**src/rtl/pkg_bram_if.sv**
```systemverilog
// ============================================================================
//  pkg_bram_if
//  Shared widths, types and the external-load sequencer state encoding.
//  Revision: 1.0
// ============================================================================
`default_nettype none

package pkg_bram_if;

   localparam int WIDTH_EXT_ADDR   = 32;
   localparam int WIDTH_EXT_DATA   = 32;
   localparam int WIDTH_EXT_LENGTH = 16;
   localparam int WIDTH_BYTE       = 8;
   localparam int LENGTH_BUFF_LD   = 16;

   typedef logic [WIDTH_EXT_ADDR-1:0]   ext_addr_t;
   typedef logic [WIDTH_EXT_DATA-1:0]   ext_io_t;
   typedef logic [WIDTH_EXT_LENGTH-1:0] ext_len_t;

   typedef enum logic [1:0] {
      IDLE  = 2'd0,
      ISSUE = 2'd1,
      DRAIN = 2'd2
   } fsm_ext_ld;

endpackage

`default_nettype wire

```
**src/rtl/ext_ld_fifo.sv**
```systemverilog
// ============================================================================
//  ext_ld_fifo
//  DEPTH-entry synchronous FIFO with occupancy count; DEPTH a power of two.
//  Revision: 1.0
// ============================================================================
`default_nettype none

module ext_ld_fifo #(
   parameter int DEPTH          = 16,
   parameter int WIDTH_EXT_DATA = 32
) (
   input  logic                         clock,
   input  logic                         reset,
   input  logic                         push,
   input  logic [WIDTH_EXT_DATA-1:0]    push_data,
   input  logic                         pop,
   output logic [WIDTH_EXT_DATA-1:0]    pop_data,
   output logic                         full,
   output logic                         empty,
   output logic [$clog2(DEPTH):0]       count
);

   localparam int c_ptr_w = $clog2(DEPTH);
   localparam int c_cnt_w = c_ptr_w + 1;

   logic [WIDTH_EXT_DATA-1:0] r_mem [DEPTH];
   logic [c_ptr_w-1:0]        r_wr_ptr;
   logic [c_ptr_w-1:0]        r_rd_ptr;
   logic [c_cnt_w-1:0]        r_count;
   logic                      w_push;
   logic                      w_pop;

   assign empty    = (r_count == '0);
   assign full     = (r_count == c_cnt_w'(DEPTH));
   assign count    = r_count;
   assign pop_data = r_mem[r_rd_ptr];

   // At full, a concurrent pop frees the head slot that the push then reuses.
   assign w_pop  = pop & ~empty;
   assign w_push = push & (~full | w_pop);

   always_ff @(posedge clock or posedge reset) begin
      if (reset) begin
         r_wr_ptr <= '0;
         r_rd_ptr <= '0;
         r_count  <= '0;
      end else begin
         if (w_push) r_wr_ptr <= r_wr_ptr + 1'b1;
         if (w_pop)  r_rd_ptr <= r_rd_ptr + 1'b1;
         case ({w_push, w_pop})
            2'b10:   r_count <= r_count + 1'b1;
            2'b01:   r_count <= r_count - 1'b1;
            default: r_count <= r_count;
         endcase
      end
   end

   always_ff @(posedge clock) begin
      if (w_push) r_mem[r_wr_ptr] <= push_data;
   end

endmodule

`default_nettype wire

```
**src/rtl/ext_ld_seq.sv**
```systemverilog
// ============================================================================
//  ext_ld_seq
//  Issues a burst of external word reads and streams the returns through a
//  flow-controlled load buffer. Optional strided addressing: EXT_LD_STRIDE_EN.
//  Revision: 1.0
// ============================================================================
`default_nettype none

module ext_ld_seq
   import pkg_bram_if::*;
#(
   parameter int DEPTH          = LENGTH_BUFF_LD,
   parameter int BYTES_PER_WORD = WIDTH_EXT_DATA / WIDTH_BYTE
) (
   input  logic                        clock,
   input  logic                        reset,
   input  logic                        I_Start,
   input  logic [WIDTH_EXT_ADDR-1:0]   I_Base,
   input  logic [WIDTH_EXT_LENGTH-1:0] I_Length,
`ifdef EXT_LD_STRIDE_EN
   input  logic [WIDTH_EXT_ADDR-1:0]   I_Stride,
`endif
   output logic                        O_Busy,
   output logic                        O_Done,
   output logic                        O_Ext_Req,
   output logic [WIDTH_EXT_ADDR-1:0]   O_Ext_Addr,
   input  logic                        I_Ext_Gnt,
   input  logic                        I_Ext_RValid,
   input  logic [WIDTH_EXT_DATA-1:0]   I_Ext_RData,
   output logic                        O_Valid,
   output logic [WIDTH_EXT_DATA-1:0]   O_Data,
   input  logic                        I_Ready,
   output logic                        O_Ovf
);

   localparam int c_cnt_w = $clog2(DEPTH) + 1;

   fsm_ext_ld          r_state;
   ext_len_t           r_length;
   ext_len_t           r_issued;
   ext_len_t           r_returned;
   ext_len_t           r_popped;
   logic [c_cnt_w-1:0] r_outstanding;
   ext_addr_t          r_addr;
   logic               r_req;
   logic               r_busy;
   logic               r_done;
   logic               r_ovf;
`ifdef EXT_LD_STRIDE_EN
   ext_addr_t          r_stride;
`endif

   logic               w_grant;
   logic               w_ret;
   logic               w_pop;
   logic               w_push;
   logic               w_drop;
   logic               w_full;
   logic               w_empty;
   logic [c_cnt_w-1:0] w_count;
   logic [c_cnt_w-1:0] w_out_nxt;
   logic [c_cnt_w-1:0] w_occ_nxt;
   logic [c_cnt_w:0]   w_sum_nxt;
   logic               w_room;
   ext_len_t           w_issued_nxt;
   ext_len_t           w_popped_nxt;
   ext_addr_t          w_inc;
   ext_io_t            w_head;

`ifdef EXT_LD_STRIDE_EN
   assign w_inc = ext_addr_t'(r_stride * ext_addr_t'(BYTES_PER_WORD));
`else
   assign w_inc = ext_addr_t'(BYTES_PER_WORD);
`endif

   // Returns outside a transfer (e.g. after a reset abort) never touch the buffer.
   assign w_grant = r_req & I_Ext_Gnt;
   assign w_ret   = I_Ext_RValid & (r_state != IDLE) & (r_returned != r_length);
   assign w_pop   = ~w_empty & I_Ready;
   assign w_push  = w_ret & (~w_full | w_pop);
   assign w_drop  = w_ret & w_full & ~w_pop;

   assign w_issued_nxt = r_issued + WIDTH_EXT_LENGTH'(w_grant);
   assign w_popped_nxt = r_popped + WIDTH_EXT_LENGTH'(w_pop);
   assign w_out_nxt    = r_outstanding + c_cnt_w'(w_grant) - c_cnt_w'(w_ret);
   assign w_occ_nxt    = w_count + c_cnt_w'(w_push) - c_cnt_w'(w_pop);
   assign w_sum_nxt    = {1'b0, w_out_nxt} + {1'b0, w_occ_nxt};
   assign w_room       = (w_sum_nxt < (c_cnt_w + 1)'(DEPTH));

   // The request is registered, so it is computed from next-cycle counts.
   always_ff @(posedge clock or posedge reset) begin
      if (reset) begin
         r_state       <= IDLE;
         r_length      <= '0;
         r_issued      <= '0;
         r_returned    <= '0;
         r_popped      <= '0;
         r_outstanding <= '0;
         r_addr        <= '0;
         r_req         <= 1'b0;
         r_busy        <= 1'b0;
         r_done        <= 1'b0;
         r_ovf         <= 1'b0;
`ifdef EXT_LD_STRIDE_EN
         r_stride      <= '0;
`endif
      end else begin
         r_done        <= 1'b0;
         r_issued      <= w_issued_nxt;
         r_returned    <= r_returned + WIDTH_EXT_LENGTH'(w_ret);
         r_popped      <= w_popped_nxt;
         r_outstanding <= w_out_nxt;
         if (w_drop)  r_ovf  <= 1'b1;
         if (w_grant) r_addr <= r_addr + w_inc;

         unique case (r_state)
            IDLE: begin
               if (I_Start) begin
                  if (I_Length != '0) begin
                     r_state       <= ISSUE;
                     r_busy        <= 1'b1;
                     r_length      <= I_Length;
                     r_addr        <= I_Base;
                     r_issued      <= '0;
                     r_returned    <= '0;
                     r_popped      <= '0;
                     r_outstanding <= '0;
                     r_req         <= (w_occ_nxt < c_cnt_w'(DEPTH));
`ifdef EXT_LD_STRIDE_EN
                     r_stride      <= I_Stride;
`endif
                  end else begin
                     r_done <= 1'b1;
                  end
               end
            end
            ISSUE: begin
               if (w_issued_nxt == r_length) begin
                  r_state <= DRAIN;
                  r_req   <= 1'b0;
               end else begin
                  r_req   <= w_room;
               end
            end
            DRAIN: begin
               if (w_popped_nxt == r_length) begin
                  r_state <= IDLE;
                  r_busy  <= 1'b0;
                  r_done  <= 1'b1;
               end
            end
            default: begin
               r_state <= IDLE;
               r_busy  <= 1'b0;
               r_req   <= 1'b0;
            end
         endcase
      end
   end

   ext_ld_fifo #(
      .DEPTH          (DEPTH),
      .WIDTH_EXT_DATA (WIDTH_EXT_DATA)
   ) u_fifo (
      .clock     (clock),
      .reset     (reset),
      .push      (w_push),
      .push_data (I_Ext_RData),
      .pop       (w_pop),
      .pop_data  (w_head),
      .full      (w_full),
      .empty     (w_empty),
      .count     (w_count)
   );

   assign O_Busy     = r_busy;
   assign O_Done     = r_done;
   assign O_Ext_Req  = r_req;
   assign O_Ext_Addr = r_addr;
   assign O_Valid    = ~w_empty;
   assign O_Data     = w_head;
   assign O_Ovf      = r_ovf;

endmodule

`default_nettype wire

```
**config.mk**
```make
export PLATFORM = sky130hd
export DESIGN_NAME = ext_ld_seq
export DESIGN_NICKNAME = d
export VERILOG_FILES = /design/src/rtl/pkg_bram_if.sv /design/src/rtl/ext_ld_fifo.sv /design/src/rtl/ext_ld_seq.sv
export SDC_FILE = /design/constraint.sdc
export NUM_CORES = 1
export LEC_CHECK = 0
export BUFFER_PORTS_ARGS = -buffer_cell sky130_fd_sc_hd__buf_4
export CORE_MARGIN = 8
export CORE_UTILIZATION = 45
export DETAILED_ROUTE_END_ITERATION = 8
export PLACE_DENSITY = 0.63
export SYNTH_ARGS = -nofsm -noshare
export SYNTH_HDL_FRONTEND = slang
export SYNTH_SLANG_ARGS = --single-unit
```
**constraint.sdc**
```tcl
create_clock -name clock -period 6.6 [get_ports clock]
set_input_delay 0 -clock clock [delete_from_list [all_inputs] [get_ports clock]]
set_output_delay 0 -clock clock [all_outputs]
set_load 0.02 [all_outputs]
```
==> After elaboration in Yosys (flattened, before gate mapping) <==
Memory sizes are Yosys's and may differ from the RTL's.
Cells that the tools add are included.
{ "totals": {"output_inout_bits": 69, "mem_count": 1, "ff_bits": 120, "ramBits": 512} }
{ "memory_table": {"columns": ["memory", "depth", "word_bits", "rd", "rd_clocked_by_memory_dff", "write_ports", "line", "source"], "rows": [
  ["u_fifo.r_mem", 16, 32, 1, 0, 1, "ext_ld_fifo.sv:26", "logic [WIDTH_EXT_DATA-1:0] r_mem [DEPTH];"]
]} }
{ "op_classes": {"n_reduce_logical": 9, "eq_ne": 12, "n_lt_le_gt_ge": 2, "n_bitwise": 16, "add_sub_neg": 13, "mux": 36} }
{ "ops": {"columns": ["cell", "count"], "rows": [
  ["$mux W16", 9],
  ["$mux W32", 4],
  ["$add A16 B1 Y16", 3],
  ["$add A32 B3 Y32 const B", 1],
  ["$eq A16 B16 Y1", 2],
  ["$ne A16 B16 Y1", 1],
  ["$reduce_bool A16 Y1", 1],
  ["$mux W5", 3],
  ["$mux W1", 11],
  ["$add A5 B1 Y5", 2],
  ["$pmux W5 S2", 1],
  ["$sub A5 B1 Y5", 2],
  ["$and A1 B1 Y1", 9],
  ["$add A4 B1 Y4 const B", 2],
  ["$mux W2", 4],
  ["$ne A2 B2 Y1 const B", 4],
  ["$reduce_and A4 Y1", 2],
  ["$add A5 B5 Y6", 1],
  ["$lt A6 B5 Y1 const B", 1],
  ["$pmux W1 S3", 2],
  ["$pmux W2 S3", 1],
  ["$reduce_and A3 Y1", 2],
  ["$add A5 B1 Y5 const B", 1],
  ["$eq A5 B5 Y1 const B", 1],
  ["10 further kinds", 18]
]} }

==> Longest topological paths before layout <==
Gate-level depths: netlist of the first run.
{ "logic_depth": {"word_depth": 11, "depth_mapped": 18, "depth_no_buf": 17} }

==> By module <==
A second synthesis of the first run with hierarchy kept.
{ "unflattened": {"cells_unflattened": 1539, "area_unflattened_um2": 26140.1} }
{ "modules_own_cells": {"columns": ["mod", "seq_area_each_um2", "area_per_inst_um2", "cells_per_inst", "instances"], "rows": [
  ["ext_ld_fifo", 15700.1, 20086.8, 883, 1],
  ["ext_ld_seq", 2677.6, 6053.3, 656, 1]
]} }

==> Worst setup path before layout of the first run <==
OpenSTA, ideal clock, no wires.
{ "synth_timing": {"kind": "flip-flop to flip-flop", "from": "register u_fifo.r_count[2], in the netlist u_fifo.count[2]", "to": "register r_req, in the netlist O_Ext_Req", "t_arrival_ns": 3.229, "setup_time_ns": 0.066, "path_stages_with_launch": 18, "required_time_ns": 6.534, "path_slack_ns": 3.306, "cell_sequence": "dfrtp_1 inv_1 ha_1 nand3_1 nor3b_1 nor3_1 clkbuf_1 inv_1 ha_1 inv_1 ha_1 fa_1 a21oi_1 nor2_1 or3_1 a21o_1 nor4_1 a22o_1"} }
{ "synth_between": {"elab_chain_len": 11} }
{ "synth_lines": {"columns": ["element", "line", "source"], "rows": [
  ["start, declared", "ext_ld_fifo.sv:29", "logic [c_cnt_w-1:0] r_count;"],
  ["start signal, assigned", "ext_ld_fifo.sv:51", "2'b10: r_count <= r_count + 1'b1;"],
  ["start signal, assigned", "ext_ld_fifo.sv:52", "2'b01: r_count <= r_count - 1'b1;"],
  ["start signal, assigned", "ext_ld_fifo.sv:53", "default: r_count <= r_count;"],
  ["$logic_not A5 Y1", "ext_ld_fifo.sv:33", "assign empty = (r_count == '0);"],
  ["$not A1 Y1", "ext_ld_seq.sv:79", "assign w_pop = ~w_empty & I_Ready;"],
  ["$and A1 B1 Y1", "ext_ld_seq.sv:79", null],
  ["$or A1 B1 Y1", "ext_ld_seq.sv:80", "assign w_push = w_ret & (~w_full | w_pop);"],
  ["$and A1 B1 Y1", "ext_ld_seq.sv:80", null],
  ["$add A5 B1 Y5", "ext_ld_seq.sv:86", "assign w_occ_nxt = w_count + c_cnt_w'(w_push) - c_cnt_w'(w_pop);"],
  ["$sub A5 B1 Y5 (*)", "ext_ld_seq.sv:86", null],
  ["$add A5 B5 Y6 / $lt A5 B5 Y1 (equally long branches)", "ext_ld_seq.sv:87, ext_ld_seq.sv:128", null],
  ["$lt A6 B5 Y1 / $mux W1 (equally long branches)", "ext_ld_seq.sv:88, ext_ld_seq.sv:119", null],
  ["$mux W1 (on tied branches)", "ext_ld_seq.sv:138, ext_ld_seq.sv:118", null],
  ["$pmux W1 S3 (*)", "ext_ld_seq.sv:116", "unique case (r_state)"],
  ["end signal, assigned", "ext_ld_seq.sv:128", "r_req <= (w_occ_nxt < c_cnt_w'(DEPTH));"],
  ["end signal, assigned", "ext_ld_seq.sv:142", "r_req <= w_room;"],
  ["end, declared", "ext_ld_seq.sv:45", "logic r_req;"]
]} }
Mark *: on every way between the ends. The rest lies on a longest branch, timed or not. The select of a mux whose other input is x is not followed.
A chain may end at the register's enable or synchronous reset.

==> Final worst setup path of the first run <==
Ends and elaborated chain as after synthesis.

==> results of run 1 <==
==> registers in the layout, summed over array words and instances (netlist names) <==
name	cells
u_fifo.r_mem	512
O_Ext_Addr	32
r_issued	16
r_length	16
r_popped	16
r_returned	16
r_outstanding	5
u_fifo.count	5
u_fifo.r_rd_ptr	4
u_fifo.r_wr_ptr	4
r_state	2
O_Busy	1
O_Done	1
O_Ext_Req	1
O_Ovf	1
==> report_power, final <==
group | switching (mW) | internal [mW]
registers | 0.561 | 4.91
clock network | 1.55 | 2.19
logic | 2.14 | 2.20
==> per-layer routing <==
metal  vias up  part of all wire, %  track usage [%]
li1       6144                    -                -
met1      7145                   43            24.22
met2       398                   49            29.38
met3        93                  6.5            4.717
met4         2                  2.0            4.468
met5         -                0.022                0
==> through the flow <==
step,utilization [%],worst slack (ns)
6_report,54.43,2.460
5_1_grt,54.42,2.202
4_1_cts,54.42,2.453
3_5_place_dp,49.08,2.481
3_3_place_gp,49.08,2.579
2_1_floorplan,-,3.306
==> area by class of cell <==
class                           instances  area (um^2)  share of cell area [%]
Multi-Input combinational cell        702         7483                   23.83
Timing Repair Buffer                  266         2230                   7.100
Antenna cell                            2        5.005                 0.01594
Sequential cell                       632        18390                   58.55
Tap cell                              765        957.2                   3.048
Clock inverter                         30        344.1                   1.096
Inverter                               36        137.6                  0.4383
Clock buffer                           91         1859                   5.921
==> cells in the final DEF (no fill, tap or decap), types with 37 or more instances in the layout <==
| master | instances |
|---|---|
| clkbuf_16 | 69 |
| buf_4 | 177 |
| o21ai_0 | 37 |
| nand2_1 | 65 |
| edfxtp_1 | 512 |
| dlygate4sd3_1 | 88 |
| xnor2_1 | 82 |
| dfrtp_1 | 116 |
| xor2_1 | 44 |
| nor2_1 | 65 |
| mux4_2 | 160 |
==> worst reg2reg max path, stage by stage (launching register included) <==
cell and delay (ns):
dfrtp_1 0.41, inv_1 0.09, ha_1 0.19, nand3_1 0.10
nor3b_1 0.08, nor3_1 0.93, inv_1 0.12, ha_1 0.33
inv_1 0.04, ha_1 0.19, fa_1 0.44, ha_1 0.29
a31oi_1 0.19, nor2b_1 0.07, o21ai_0 0.15, nand2_1 0.07
nor4_1 0.20, a22o_1 0.19
==> path summary, 6_finish.rpt <==
path	start	endpoint
hold / removal	I_Ext_Gnt	O_Ext_Addr[7]
hold reg to reg	O_Ext_Addr[1]	O_Ext_Addr[1]
max in group asynchronous	reset	u_fifo.r_rd_ptr[0]
setup reg to reg	u_fifo.count[2]	O_Ext_Req
min in group asynchronous	reset	O_Ext_Addr[20]
setup / recovery	u_fifo.count[2]	O_Ext_Req
==> logic make-up after synthesis <==
family          after synthesis  synth area share [%]
fa+ha+maj                    33                 1.661
flops                       632                 70.12
buf+inv                     101                 1.518
mux                         185                 14.80
xor+xnor                    134                 4.912
compound gates               73                 1.676
simple gates                277                 5.309
==> flow_summary.yaml, run 1 <==
status:
  status: "completed"
global_route:
  grtUsageTotal_pct: 18.05
  grt_overflow: 0
  grt_pass1_vias: 14815
  grt_max_degree: 107
  grt_first_pass_wirelength_um: 91510
  antenna_found_initial: 3
worst_setup_path:
  r2r_slack_ns: 2.46
  cp_top_family: "simple AND/OR/NAND/NOR gates"
  cp_max_fo: 11
  arrival_ns: 4.68
  crit_top_cell: "ha_1"
  end_kind: "flop"
  worst-path-stages: 17
  reg2reg_depth: 17
  worstPathRequired_ns: 7.14
  crit_path_max_incr_delay_ns: 0.93
  crit_chain: "inv_1 -> ha_1 -> nand3_1 -> nor3b_1 -> nor3_1 -> inv_1 -> ha_1 -> inv_1 -> ha_1 -> fa_1 -> ha_1 -> a31oi_1 -> nor2b_1 -> o21ai_0 -> nand2_1 -> nor4_1 -> a22o_1"
  crit_path_top_delay_cell: "nor3_1"
  crit_buf_inv: 3
  worstSetupPathType: "flop to flop"
  start_kind: "flop"
timing:
  grt_setup_unrepaired: "no"
  max_slew_margin_pct: 22.31
  slew_violations: 0
  final-setup-viol-count: 0
  clock_skew_ns: 0.01251
  fin_setup_tns_ns: 0
  final_hold_viol_count: 0
  fin_crit_ns: 4.140
  worst_pin_slew_ns: 1.156
  fmax_ghz: 0.2415
  fin_crit_sh_pct: 62.73
  whs_ns: 0.05760
clocking:
  cts_buffer_depth: 3
  clkSinkCount: 632
  cts_tree: "built"
  cts_buffers: 68
  h-tree-depth: 3
  path_clk_slew_ns: 0.06
  ctsRootBufferMaster: "clkbuf_16"
  cts_setup_buffers: 0
  clock_latency_ns: 0.60
  cts_hold_buf: 88
  ctsResizeCount: 0
synth:
  synth_edf_count: 512
  async_flop_share_pct: 18.99
  synth_commonest_cells: "edfxtp_1, mux4_2, dfrtp_1, xnor2_1, nor2_1"
  yosys_most_used_dff: "edfxtp_1"
  post-synth-top-count-cell: "edfxtp_1"
  ys_ff_latch: 632
  synth_seq_area_share_pct: 70.12
  ys_types: 55
  synth_top_area_share_pct: 58.66
  post-synth-top-area-cell: "edfxtp_1"
  netlist_area_um2: 26210
  synth_cells: 1435
  yosysWarnings: 0
  synthTopCellsByArea: "edfxtp_1, mux4_2, dfrtp_1"
  synth_fp_nets: 1554
  synth_area_per_cell_um2: 18.26
floorplan:
  core_um2: 57700
  num_rows: 88
  pin_count: 155
  die_h_um: 257.3
  initial_core_util_pct: 45.43
  die_x_um: 257.3
  die_area_um2: 66220
pwr:
  ir_drop_v: 0.0002801
  p_leak_nw: 10.98
  p_total_mw: 13.55
  power_density_nw_per_um2: 431.4
place:
  place_inst: 2313
  place.gp.congestion: 0.8303
  dp_hpwl_um: 35170
  io_buffers: 154
  placed_area_um2: 28310
layout:
  areaGrowthSynthToFinish_pct: 19.82
  stdcell_area_um2: 31400
  nFillCells: 4456
  fin_nets: 1825
  stdcell_count: 2524
  layout-drive-gt1-share_pct: 27.55
worst_hold_path:
  min_path_cells: 6
  hp-class: "input pin to flop"
routing:
  wirelength_um: 59500
  final_antenna_net_count: 0
  drt-wirelength-per-cell_um: 23.57
  initialDrtViolationCount: 984
  drc: 0
  drt_pass1_iterations: 5
  viasPerCell: 5.460
  routed-via-count: 13782
job:
  drv_cap: 0
(Power assumes the default switching activity.)
==> run 2, diff against run 1 <==
--- a/config.mk
+++ b/config.mk
@@ -9,7 +9,7 @@
 export CORE_MARGIN = 8
 export CORE_UTILIZATION = 45
 export DETAILED_ROUTE_END_ITERATION = 8
-export PLACE_DENSITY = 0.63
+export PLACE_DENSITY = 0.65
 export SYNTH_ARGS = -nofsm -noshare
 export SYNTH_HDL_FRONTEND = slang
 export SYNTH_SLANG_ARGS = --single-unit
==> constraint.sdc (replaced) <==
create_clock -name clock -period 3.55 [get_ports clock]
set_input_delay 0 -clock clock [delete_from_list [all_inputs] [get_ports clock]]
set_output_delay 0 -clock clock [all_outputs]
set_load 0.02 [all_outputs]
==> flow_summary.yaml, run 2 (synthesis gave the netlist of run 1 again) <==
worst_setup_path:
  crit_buf_inv: 3
  worstPathRequired_ns: 4.09
  cp_top_family: "adder cells"
  crit_path_max_incr_delay_ns: 0.45
  arrival_ns: 4.00
  crit_chain: "xnor2_1 -> nand4_1 -> nor4_2 -> buf_4 -> nor3_1 -> inv_1 -> ha_1 -> inv_1 -> ha_4 -> fa_1 -> xor2_1 -> ha_1 -> nor2b_1 -> o21ai_1 -> nand2_1 -> nor4_2 -> a22o_1"
  reg2reg_depth: 17
  worstSetupPathType: "flop to flop"
  cp_max_fo: 4
  crit_path_top_delay_cell: "fa_1"
  worst-path-stages: 17
  start_kind: "flop"
  end_kind: "flop"
routing:
  wirelength_um: 59010
  final_antenna_net_count: 0
  drt_pass1_iterations: 5
  drt-wirelength-per-cell_um: 22.94
  routed-via-count: 13922
  viasPerCell: 5.413
  initialDrtViolationCount: 1203
  drc: 0
layout:
  largest_reg_flops: 512
  layout_common_cells: "edfxtp_1, buf_4, mux4_2"
  stdcell_count: 2572
  areaGrowthSynthToFinish_pct: 22.87
  regMostFlops: "u_fifo.r_mem"
  layout-drive-gt1-share_pct: 30.62
  final_common_cell: "edfxtp_1"
  final_util_pct: 55.81
  nFillCells: 4467
  fin_nets: 1871
floorplan:
  num_rows: 88
  die_area_um2: 66220
  die_x_um: 257.3
  initial_core_util_pct: 45.43
  pin_count: 155
  die_h_um: 257.3
  core_um2: 57700
timing:
  fin_crit_sh_pct: 97.52
  final-setup-viol-count: 0
  worst_pin_slew_ns: 0.9320
  fin_crit_ns: 3.462
  whs_ns: 0.09992
  grt_setup_unrepaired: "yes"
  fin_setup_tns_ns: 0
  max_slew_margin_pct: 37.87
  slew_violations: 0
  clock_skew_ns: 0.03317
  final_hold_viol_count: 0
  fmax_ghz: 0.2889
place:
  place_inst: 2358
  dp_hpwl_um: 35940
  io_buffers: 154
  place.gp.congestion: 0.8354
global_route:
  antenna_found_initial: 1
  grt_overflow: 0
  grtUsageTotal_pct: 17.92
  grt_max_degree: 123
  grt_pass1_vias: 14974
  grt_first_pass_wirelength_um: 91220
pwr:
  ir_drop_v: 0.0004753
  combinationalPowerShare_pct: 33.3
  p_leak_nw: 11.38
  p_total_mw: 26.23
  power_density_nw_per_um2: 814.4
  pwr-share-seq_pct: 37.9
  power_frac_clock_pct: 28.8
  power_switching_mw: 8.064
  internal-power_mw: 18.16
  swShare_pct: 30.75
clocking:
  cts_buffer_depth: 3
  clock_latency_ns: 0.62
  clkSinkCount: 632
  cts_tree: "built"
  ctsRootBufferMaster: "clkbuf_16"
  h-tree-depth: 3
  path_clk_slew_ns: 0.06
  cts_buffers: 66
worst_hold_path:
  hp-class: "input pin to async pin"
status:
  status: "completed"
job:
  drv_cap: 0
## run 2: worst register-to-register path, delay by kind of cell (launching register included)
kind                     cells  cell delay (ns)
XOR/XNOR                     2             0.33
buffers and inverters        3             0.28
AO/OA/AOI/OAI                2             0.31
flip-flops                   1             0.42
adder cells (fa/ha/maj)      4             1.16
AND/OR/NAND/NOR              6             0.90
## run 2: final timing paths
| kind | endpoint | slack, ns | from |
|---|---|---|---|
| max reg2reg | O_Ext_Req | 0.09 | r_returned[3] |
| min in group clock | O_Ovf | 0.14 | I_Ext_RValid |
| min reg2reg | O_Ext_Addr[0] | 0.52 | O_Ext_Addr[0] |
| max | O_Ext_Req | 0.09 | r_returned[3] |
| min | O_Ext_Addr[18] | 0.1 | reset |
| max in group asynchronous | u_fifo.r_rd_ptr[1] | 2.42 | reset |
## run 2: layout make-up
class,count,area (um^2),share of cell area [%]
antenna,1,2.502,0.007771
clock buffer,88,1857,5.766
clock inverter,34,558.0,1.733
inverter,36,140.1,0.4352
multi-input combinational,702,7557,23.47
sequential,632,18390,57.10
tap,765,957.2,2.972
timing repair buffer,314,2743,8.517
## run 2: per-stage QoR
| step | worst slack, ns | cell area, um^2 |
|---|---|---|
| floorplan | 0.2555 | 26210 |
| global placement | -0.01452 | 28800 |
| detailed placement | 0.03436 | 28800 |
| CTS | 0.03338 | 32110 |
| global route | -0.2089 | 32200 |
| finish | 0.08817 | 32200 |
## run 2: power groups by stage
stage	clock network, mW	logic, mW	registers (mW)
6_report	7.55	8.73	9.95
5_1_grt	7.98	9.44	10.1
3_3_place_gp	0	8.62	10.0
4_1_cts	7.70	8.84	9.95
3_5_place_dp	0	8.67	10.1
2_1_floorplan	0	5.58	9.98
## run 2: repair_timing
action	4_1_cts	5_1_grt
setup buffers	0	2
hold endpoints to repair	633	0
pin swaps	0	14
endpoints found under the setup margin	1	2
hold buffers	89	0
gates resized for setup	1	15
## run 2: metal layers
layer | track usage (%) | share of wire (%) | vias to the layer above
li1 | - | - | 6250
met5 | 0 | 0 | -
met2 | 29.21 | 49 | 378
met4 | 4.796 | 1.5 | 0
met1 | 24.29 | 43 | 7235
met3 | 3.993 | 6.1 | 59
